### src/rtl/alu_md.sv
// alu_md - registered EX-stage execution unit.
//   Base integer ops finish one cycle after accept. RV32M multiply and divide
//   iterate radix-2 over WIDTH cycles: shift-add for multiply, restoring
//   division for divide. Both work on operand magnitudes, and the sign is
//   applied when the op completes.
//   Divide-by-zero and signed overflow take a one-cycle fast path.
//
// Build option:
//   ALU_MD_FAST_MUL_EN  when defined, MUL/MULH/MULHSU/MULHU use a single-cycle
//                       2*WIDTH multiplier and take the base-op path.
//                       Divide stays iterative.
//
// Ports:
//   clk_i         clock, rising edge
//   rst_i         synchronous active-high reset
//   flush_i       abort any in-flight op; a same-cycle accept is dropped
//   in_valid_i    op/operands valid
//   in_ready_o    unit accepts an op this cycle
//   op_i          5-bit opcode
//   operand_a_i   rs1 operand
//   operand_b_i   rs2/imm operand
//   out_valid_o   result valid (DONE state)
//   out_ready_i   consumer takes the result
//   result_o      result, held stable while out_valid_o && !out_ready_i
module alu_md #(
  parameter int WIDTH = 32,
  localparam int SHW = $clog2(WIDTH)
) (
  input  logic             clk_i,
  input  logic             rst_i,
  input  logic             flush_i,
  input  logic             in_valid_i,
  output logic             in_ready_o,
  input  logic [4:0]       op_i,
  input  logic [WIDTH-1:0] operand_a_i,
  input  logic [WIDTH-1:0] operand_b_i,
  output logic             out_valid_o,
  input  logic             out_ready_i,
  output logic [WIDTH-1:0] result_o
);

  typedef enum logic [1:0] {IDLE, BUSY, DONE} state_e;

  localparam logic [WIDTH-1:0] MIN_NEG = {1'b1, {(WIDTH-1){1'b0}}};
  localparam logic [SHW-1:0]   CNT_ONE = {{(SHW-1){1'b0}}, 1'b1};

  state_e           state_q, state_d;
  logic [WIDTH-1:0] result_q, result_d;
  logic [WIDTH-1:0] accHi_q, accHi_d;
  logic [WIDTH-1:0] accLo_q, accLo_d;
  logic [WIDTH-1:0] operB_q, operB_d;
  logic [4:0]       op_q, op_d;
  logic             negQ_q, negQ_d;
  logic             negR_q, negR_d;
  logic [SHW-1:0]   cnt_q, cnt_d;

  logic             accept;
  logic             opIsMul, opIsDiv;
  logic             signedA, signedB, aNeg, bNeg;
  logic [WIDTH-1:0] aMag, bMag;
  logic             divByZero, divOverflow, iterative;
  logic [SHW-1:0]   shamt;
  logic [WIDTH-1:0] baseResult, fastResult;

  logic             iterIsDiv;
  logic [WIDTH:0]   mulSum, divShift, divDiff;
  logic             divFits;
  logic [WIDTH-1:0] stepHi, stepLo;
  logic [2*WIDTH-1:0] prodFull, prodFix;
  logic [WIDTH-1:0] quotFix, remFix, iterResult;

  assign in_ready_o  = (state_q == IDLE) || ((state_q == DONE) && out_ready_i);
  assign accept      = in_valid_i && in_ready_o;
  assign out_valid_o = (state_q == DONE);
  assign result_o    = result_q;

  // Incoming op decode. Signedness is per operand: MULHSU treats rs1 as
  // signed and rs2 as unsigned. The iterative engines only ever see
  // magnitudes, so negative operands are negated here, and the signs of the
  // quotient/product and of the remainder are remembered for the fix-up at
  // completion.
  always_comb begin
    opIsMul = (op_i[4:2] == 3'b100);
    opIsDiv = (op_i[4:2] == 3'b101);
    signedA = 1'b0;
    signedB = 1'b0;
    if (opIsDiv) begin
      signedA = ~op_i[0];
      signedB = ~op_i[0];
    end else if (opIsMul) begin
      signedA = (op_i[1:0] != 2'b11);
      signedB = ~op_i[1];
    end
    aNeg        = signedA & operand_a_i[WIDTH-1];
    bNeg        = signedB & operand_b_i[WIDTH-1];
    aMag        = aNeg ? -operand_a_i : operand_a_i;
    bMag        = bNeg ? -operand_b_i : operand_b_i;
    divByZero   = (operand_b_i == '0);
    divOverflow = ~op_i[0] && (operand_a_i == MIN_NEG) && (operand_b_i == '1);
`ifdef ALU_MD_FAST_MUL_EN
    iterative   = opIsDiv && !divByZero && !divOverflow;
`else
    iterative   = opIsMul || (opIsDiv && !divByZero && !divOverflow);
`endif
  end

`ifdef ALU_MD_FAST_MUL_EN
  logic [2*WIDTH-1:0] mulWideA, mulWideB, mulWideP;

  // Single-cycle multiplier. Both operands are extended to 2*WIDTH, each
  // according to its own signedness, so that one unsigned 2*WIDTH multiply
  // yields the exact product modulo 2^(2*WIDTH) for every mul flavour.
  always_comb begin
    mulWideA = signedA ? {{WIDTH{operand_a_i[WIDTH-1]}}, operand_a_i}
                       : {{WIDTH{1'b0}}, operand_a_i};
    mulWideB = signedB ? {{WIDTH{operand_b_i[WIDTH-1]}}, operand_b_i}
                       : {{WIDTH{1'b0}}, operand_b_i};
    mulWideP = mulWideA * mulWideB;
  end
`endif

  // Base integer ALU. Opcodes that are not listed here, including the M
  // codes, produce 0. Shifts use only the low SHW bits of rs2.
  always_comb begin
    baseResult = '0;
    shamt      = operand_b_i[SHW-1:0];
    case (op_i)
      5'd0:    baseResult = operand_a_i + operand_b_i;
      5'd1:    baseResult = operand_a_i - operand_b_i;
      5'd2:    baseResult = operand_a_i << shamt;
      5'd3:    baseResult = {{(WIDTH-1){1'b0}}, $signed(operand_a_i) < $signed(operand_b_i)};
      5'd4:    baseResult = {{(WIDTH-1){1'b0}}, operand_a_i < operand_b_i};
      5'd5:    baseResult = operand_a_i ^ operand_b_i;
      5'd6:    baseResult = operand_a_i >> shamt;
      5'd7:    baseResult = $signed(operand_a_i) >>> shamt;
      5'd8:    baseResult = operand_a_i | operand_b_i;
      5'd9:    baseResult = operand_a_i & operand_b_i;
      5'd10:   baseResult = operand_b_i;
      default: baseResult = '0;
    endcase
  end

  // Result for any op that finishes one cycle after accept. For a divide this
  // is the divide-by-zero or signed-overflow answer. The value is ignored when
  // the op goes to the iterative engine instead.
  always_comb begin
    fastResult = baseResult;
    if (opIsDiv) begin
      if (divByZero) fastResult = op_i[1] ? operand_a_i : '1;
      else           fastResult = op_i[1] ? '0 : operand_a_i;
    end
`ifdef ALU_MD_FAST_MUL_EN
    else if (opIsMul) begin
      fastResult = (op_i[1:0] == 2'b00) ? mulWideP[WIDTH-1:0]
                                        : mulWideP[2*WIDTH-1:WIDTH];
    end
`endif
  end

  // One radix-2 step of the iterative engine. {accHi, accLo} is shared:
  // - Multiply: accHi holds the partial product high half and accLo holds
  //   the multiplier, which is shifted out while product bits shift in.
  // - Divide: accHi holds the partial remainder and accLo holds the
  //   dividend, which is shifted out while quotient bits shift in.
  // The step that ends the op also applies the sign fix-up and selects the
  // half or the quotient/remainder to return.
  always_comb begin
    iterIsDiv = (op_q[4:2] == 3'b101);
    mulSum    = {1'b0, accHi_q} + (accLo_q[0] ? {1'b0, operB_q} : '0);
    divShift  = {accHi_q, accLo_q[WIDTH-1]};
    divDiff   = divShift - {1'b0, operB_q};
    divFits   = ~divDiff[WIDTH];
    if (iterIsDiv) begin
      stepHi = divFits ? divDiff[WIDTH-1:0] : divShift[WIDTH-1:0];
      stepLo = {accLo_q[WIDTH-2:0], divFits};
    end else begin
      stepHi = mulSum[WIDTH:1];
      stepLo = {mulSum[0], accLo_q[WIDTH-1:1]};
    end
    prodFull = {stepHi, stepLo};
    prodFix  = negQ_q ? -prodFull : prodFull;
    quotFix  = negQ_q ? -stepLo : stepLo;
    remFix   = negR_q ? -stepHi : stepHi;
    if (iterIsDiv)
      iterResult = op_q[1] ? remFix : quotFix;
    else
      iterResult = (op_q[1:0] == 2'b00) ? prodFix[WIDTH-1:0] : prodFix[2*WIDTH-1:WIDTH];
  end

  // Next-state logic.
  // - BUSY runs exactly WIDTH steps; the counter counts down to 0.
  // - DONE holds the result until out_ready_i. If a new op arrives in the
  //   same cycle, the accept below overrides the return to IDLE, so back-to-
  //   back ops leave no bubble.
  // - A flush wins over everything, including an accept in the same cycle.
  always_comb begin
    state_d  = state_q;
    result_d = result_q;
    accHi_d  = accHi_q;
    accLo_d  = accLo_q;
    operB_d  = operB_q;
    op_d     = op_q;
    negQ_d   = negQ_q;
    negR_d   = negR_q;
    cnt_d    = cnt_q;

    case (state_q)
      BUSY: begin
        accHi_d = stepHi;
        accLo_d = stepLo;
        cnt_d   = cnt_q - CNT_ONE;
        if (cnt_q == '0) begin
          state_d  = DONE;
          result_d = iterResult;
        end
      end
      DONE: begin
        if (out_ready_i) state_d = IDLE;
      end
      default: ;
    endcase

    if (accept && !flush_i) begin
      op_d = op_i;
      if (iterative) begin
        state_d = BUSY;
        accHi_d = '0;
        accLo_d = aMag;
        operB_d = bMag;
        negQ_d  = aNeg ^ bNeg;
        negR_d  = aNeg;
        cnt_d   = '1;
      end else begin
        state_d  = DONE;
        result_d = fastResult;
      end
    end

    if (flush_i) state_d = IDLE;
  end

  // State and datapath registers. Reset is synchronous and clears everything,
  // so a reset in the middle of BUSY simply abandons the op.
  always_ff @(posedge clk_i) begin
    if (rst_i) begin
      state_q  <= IDLE;
      result_q <= '0;
      accHi_q  <= '0;
      accLo_q  <= '0;
      operB_q  <= '0;
      op_q     <= '0;
      negQ_q   <= 1'b0;
      negR_q   <= 1'b0;
      cnt_q    <= '0;
    end else begin
      state_q  <= state_d;
      result_q <= result_d;
      accHi_q  <= accHi_d;
      accLo_q  <= accLo_d;
      operB_q  <= operB_d;
      op_q     <= op_d;
      negQ_q   <= negQ_d;
      negR_q   <= negR_d;
      cnt_q    <= cnt_d;
    end
  end

endmodule

### config.mk
export PLATFORM = sky130hd
export DESIGN_NAME = alu_md
export DESIGN_NICKNAME = d
export VERILOG_FILES = /design/src/rtl/alu_md.sv
export SDC_FILE = /design/constraint.sdc
export NUM_CORES = 1
export LEC_CHECK = 0
export ABC_AREA = 1
export BUFFER_PORTS_ARGS = -buffer_cell sky130_fd_sc_hd__clkbuf_2
export CAP_MARGIN = 5
export CORE_ASPECT_RATIO = 0.7
export CORE_MARGIN = 4
export CORE_UTILIZATION = 30
export CTS_CLUSTER_DIAMETER = 120
export DETAILED_ROUTE_END_ITERATION = 12
export PLACE_DENSITY = 0.44
export SYNTH_ARGS = -nofsm -noshare
export SYNTH_HDL_FRONTEND = slang
export SYNTH_SLANG_ARGS = --single-unit
### constraint.sdc
create_clock -name clk_i -period 14 [get_ports clk_i]
set_input_delay 4.2 -clock clk_i [delete_from_list [all_inputs] [get_ports clk_i]]
set_output_delay 4.2 -clock clk_i [all_outputs]
set_load 0.05 [all_outputs]
# Word level (Yosys, flattened, before mapping)
# Cells that the tools add are included.
# Widths: inputs -> output; s select.
[totals]
reg_bits = 142
in_bits = 74
out_inout_bits = 34
elab_cells = 113
[classes]
addsub = 10
magnitude_cmp = 2
n_eq_ne = 20
shift = 3
muxes = 39
bitwise_logic = 9
reduce_logical = 21
[op_table]
columns = ["operator", "n"]
rows = [
  ["$mux 32", 25],
  ["$pmux 32 s11", 1],
  ["$neg 32->32", 4],
  ["$eq 32x32->1 const B", 2],
  ["$lt 32x32->1", 2],
  ["$mux 64", 1],
  ["$neg 64->64", 1],
  ["$add 32x32->33", 1],
  ["$sub 33x32->33", 1],
  ["$add 32x32->32", 1],
  ["$and 32x32->32", 1],
  ["$logic_not 32->1", 1],
  ["$or 32x32->32", 1],
  ["$shl 32x5->32", 1],
  ["$shr 32x5->32", 1],
  ["$sshr 32x5->32", 1],
  ["$sub 32x32->32", 1],
  ["$xor 32x32->32", 1],
  ["$eq 5x3->1 const B", 4],
  ["$eq 5x4->1 const B", 3],
  ["$mux 5", 3],
  ["$eq 5x2->1 const B", 2],
  ["$logic_not 5->1", 2],
  ["$eq 3x3->1 const B", 3],
  ["other kinds (21)", 40],
]

# Depth between registers and ports, before layout
[depth]
word_depth = 11
depth_mapped = 37
depth_no_buf = 37

# Worst setup path after synthesis
# No wires, ideal clock.
[synth_timing]
path_type = "in2out"
from = "input out_ready_i"
to = "output in_ready_o"
t_arrival_ps = 4596
required_time_ps = 9800
slack_ps = 5204
stages = 2
path_buffers = 0
path_cell_list = "a21oi_1 -> inv_1"
[synth_via]
elab_chain_len = 2
[synth_rtl]
columns = ["element", "line_no", "source"]
rows = [
  ["from (decl)", "38", "input logic out_ready_i,"],
  ["$logic_and 1x1->1", "72", "assign in_ready_o = (state_q == IDLE) || ((state_q == DONE) && out_ready_i);"],
  ["$logic_or 1x1->1", "72", ""],
  ["to (decl)", "33", "output logic in_ready_o,"],
]
# Every way passes these cells.

# Worst setup path after layout
[layout_timing]
from = "input operand_b_i[0]"
to = "register accLo_q[17]"
[layout_via]
elab_chain_len = 7
elab_cells_between_ends = 10
classes_between = "eq/ne (1); mux (2); reduce/logical (7)"
[layout_rtl]
columns = ["element", "line_no", "source"]
rows = [
  ["from (decl)", "36", "input logic [WIDTH-1:0] operand_b_i,"],
  ["$eq 32x32->1 / $logic_not 32->1 (equally long branches)", "99, 98", ""],
  ["$logic_and 1x1->1 / $logic_not 1->1 (equally long branches)", "99, 103", ""],
  ["$logic_not 1->1 / $logic_and 1x1->1 (equally long branches)", "103", "iterative = opIsMul || (opIsDiv && !divByZero && !divOverflow);"],
  ["$logic_and 1x1->1 (*)", "103", ""],
  ["$logic_or 1x1->1 (*)", "103", ""],
  ["$mux 32 (*)", "225", "if (iterative) begin"],
  ["$mux 32 (*)", "223", "if (accept && !flush_i) begin"],
  ["to (signal assigned)", "259", "accLo_q <= accLo_d;"],
  ["to (decl)", "50", "logic [WIDTH-1:0] accLo_q, accLo_d;"],
]
# Every way passes the cells marked *; elsewhere a longest branch is shown, timed or not.
# A chain may end at the register's enable or synchronous reset.

==> flow_summary.json <==
{
  "clock_latency_ns": 0.49,
  "dpl.hpwl_mm": 135,
  "drive_gt1_frac": 0.0910,
  "crit_fanout": 87,
  "setup_ws_ns": 4.94,
  "min_path_type": "reg -> reg",
  "critPathKind": "in -> reg",
  "yosys_register_bits": 142,
  "cts_tree": "built",
  "wl_mm": 163,
  "grt_max_degree": 88,
  "drt_iter0_markers": 4943,
  "antenna_found_initial": 11,
  "synth.avg_cell_area_um2": 5.49,
  "die_h_um": 256,
  "cts_root_buf": "clkbuf_16",
  "yosysTopAreaCellShare": 0.185,
  "hold_viol": 0,
  "grt_pass1_wl_mm": 228,
  "final_nets": 5027,
  "syn_inst": 4811,
  "finalClockSkew_ns": 0.0149,
  "max_clock_freq_mhz": 110,
  "drt_pass1_iterations": 6,
  "postCtsHoldBufs": 0,
  "worst_pin_slew_ns": 1.36,
  "tns_ns": 0,
  "vdd_drop_max_mv": 0.109,
  "nFillCells": 10100,
  "synthesis.nets": 5059,
  "synth_common_cells": "1301 x nand2_1, 639 x inv_1, 427 x nor2_1",
  "cts_max_path_buffers": 2,
  "yosys.area.top_type": "nand2_1",
  "wl_per_cell_um": 27.5,
  "portBuffers": 107,
  "period_share": 0.647,
  "synth.most_common_cell": "nand2_1",
  "synth_area_leaders": "nand2_1 18%, dfxtp_1 11%, inv_1 9.1%",
  "areaGrowthSynthToFinish_pct": 7.89,
  "die_x_um": 363,
  "vias": 33900,
  "num_rows": 90,
  "ctsHtreeMaxLevel": 4,
  "cp-end-kind": "flop",
  "synth_edf_count": 0,
  "slew_viol_final": 0,
  "p_leak_nw": 14.0,
  "ys_async_sr_fraction": 0,
  "overflow": 0,
  "synth.distinct_cells": 67,
  "rsz0062_at_grt": "no",
  "core_area_mm2": 0.0867,
  "dpl_worst_slack_ns": 4.55,
  "post-route-drc-count": 0,
  "worstPathRequired_ns": 14.40,
  "synth_area_mm2": 0.0264,
  "grt_pass1_vias": 29600,
  "startpoint_type": "input port",
  "status": "finished, final reports clean",
  "clkTransAtPathRegs_ns": 0.07,
  "cts_made_buffers": 17,
  "drv_cap": 0,
  "ys_dominant_reg_cell": "dfxtp_1",
  "track_usage": 0.338,
  "min_period_ns": 9.06,
  "p_per_area_mw_per_mm2": 78.0,
  "worstPathArrival_ns": 9.47,
  "viasPerCell": 5.70,
  "synth_seq_area_share": 0.108,
  "cts.sinks": 142,
  "die_area_mm2": 0.0930,
  "start_util": 0.305,
  "slew_headroom": 0.0867,
  "cts_setup_buffers": 0,
  "place_congestion": 1.06,
  "ant_nets": 0,
  "cts_resized": 0,
  "final-setup-viol-count": 0,
  "ys_warn_count": 0,
  "io_pins": 108
}
[report_power, final]
part | internal, W | switching [W] | total, W
Combinational | 0.000326 | 0.000969 | 0.00129
Sequential | 0.000433 | 0.0000348 | 0.000467
Clock | 0.000232 | 0.000231 | 0.000463
[flip-flops by register name (all words and copies together) (netlist names)]
signal / flops
operB_q: 32
accLo_q: 32
result_o: 32
cnt_q: 5
accHi_q: 32
negR_q: 1
op_q: 5
state_q: 2
negQ_q: 1
[cell families (layout without fill, tap and decap cells)]
| group | count (synthesis) | after routing | share of synthesized area |
|---|---|---|---|
| multiplexers | 10 | 10 | 0.00379 |
| adder cells (fa/ha/maj) | 174 | 174 | 0.0835 |
| XOR/XNOR | 115 | 115 | 0.0381 |
| flip-flops | 142 | 142 | 0.108 |
| other | 0 | 2 | 0 |
| AND/OR/NAND/NOR | 2330 | 2330 | 0.382 |
| buffers and inverters | 896 | 877 | 0.132 |
| AO/OA/AOI/OAI | 1144 | 1144 | 0.253 |
[cell type report]
class                      instances  area [µm²]  area share
clock inverter                    15         128     0.00448
tap                             1150        1440      0.0505
multi-input combinational       3773       20100       0.706
antenna                            2        5.00    0.000176
clock buffer                      17         425      0.0149
inverter                         676        2540      0.0890
sequential                       142        2850      0.0998
timing repair buffer             169        1000      0.0351
[through the flow]
stage	util	power, W	instance area (µm²)	cells	hold WS (ns)
floorplan	-	0.00126	26400	4811	0.446
global placement	0.322	0.00172	28000	5910	0.485
detailed placement	0.322	0.00171	28000	5910	0.495
CTS	0.329	0.00218	28500	5942	0.510
global route	0.329	0.00234	28500	5943	0.521
finish	0.329	0.00223	28500	5944	0.507
[critical path, cell delays in order]
cell and delay, ns:
clkbuf_2 0.08, buf_4 0.29, clkinv_1 0.09, buf_4 0.44, ha_1 0.30, nand4_2 0.14, nor3_2 0.24, nand4_2 0.18
nor3_2 0.18, inv_2 0.07, nor2_2 0.14, nand4_1 0.18, inv_2 0.11, nand3_2 0.08, nand3_2 0.11, nand3_4 0.51
clkinv_2 0.50, nor2_4 0.04, buf_4 0.36, inv_2 0.76, o21ai_0 0.20, a21oi_1 0.17
[routing by layer]
metal | up-vias | wire [µm] | global-route usage | share of wire
met5 | - | 66 | 0 | 0.00040
met4 | 10 | 2500 | 0.0550 | 0.015
met3 | 133 | 23100 | 0.131 | 0.14
met2 | 1919 | 57300 | 0.414 | 0.35
met1 | 16000 | 80400 | 0.538 | 0.49
li1 | 15800 | - | - | -
[layout by cell type, fill, tap and decap left out, types with 11 or more instances in the layout]
master     netlist  routed
nand2_4         11      11
a2111oi_0       12      11
a21oi_1        366     366
nand2_2         52      52
o21bai_1        11      11
o21ai_0        422     422
nor2_1         427     423
nand2_1       1301    1301
nand4_1         53      53
nor2_2          30      32
o21ai_1         29      29
clkbuf_16        0      17
o22ai_1         40      40
a21oi_2         13      13
ha_1           170     169
inv_2           29      31
a31oi_1         28      28
nand3_1        304     304
o2111ai_1       17      17
nor4_1          19      19
o221ai_1        13      13
o21a_1          21      21
nand3b_1        16      16
nor3_1          45      44
dfxtp_1        142     140
or2_2           30      30
xor2_1         102     102
buf_4            3      62
xnor2_1         13      13
a211oi_1        31      31
nand3_2         13      12
clkbuf_2         1     107
o211ai_1        54      54
a221oi_1        25      25
inv_1          639     638
[path summary, 6_finish.rpt]
check                  from            to  slack (ns)  cells past startpoint
min reg2reg        cnt_q[4]      cnt_q[4]        0.51                      2
max reg2reg     accLo_q[31]  result_o[22]        7.95                     35
max          operand_b_i[0]   accLo_q[17]        4.94                     22
min                cnt_q[4]      cnt_q[4]        0.51                      2
Power figures use the tool's default switching activity.
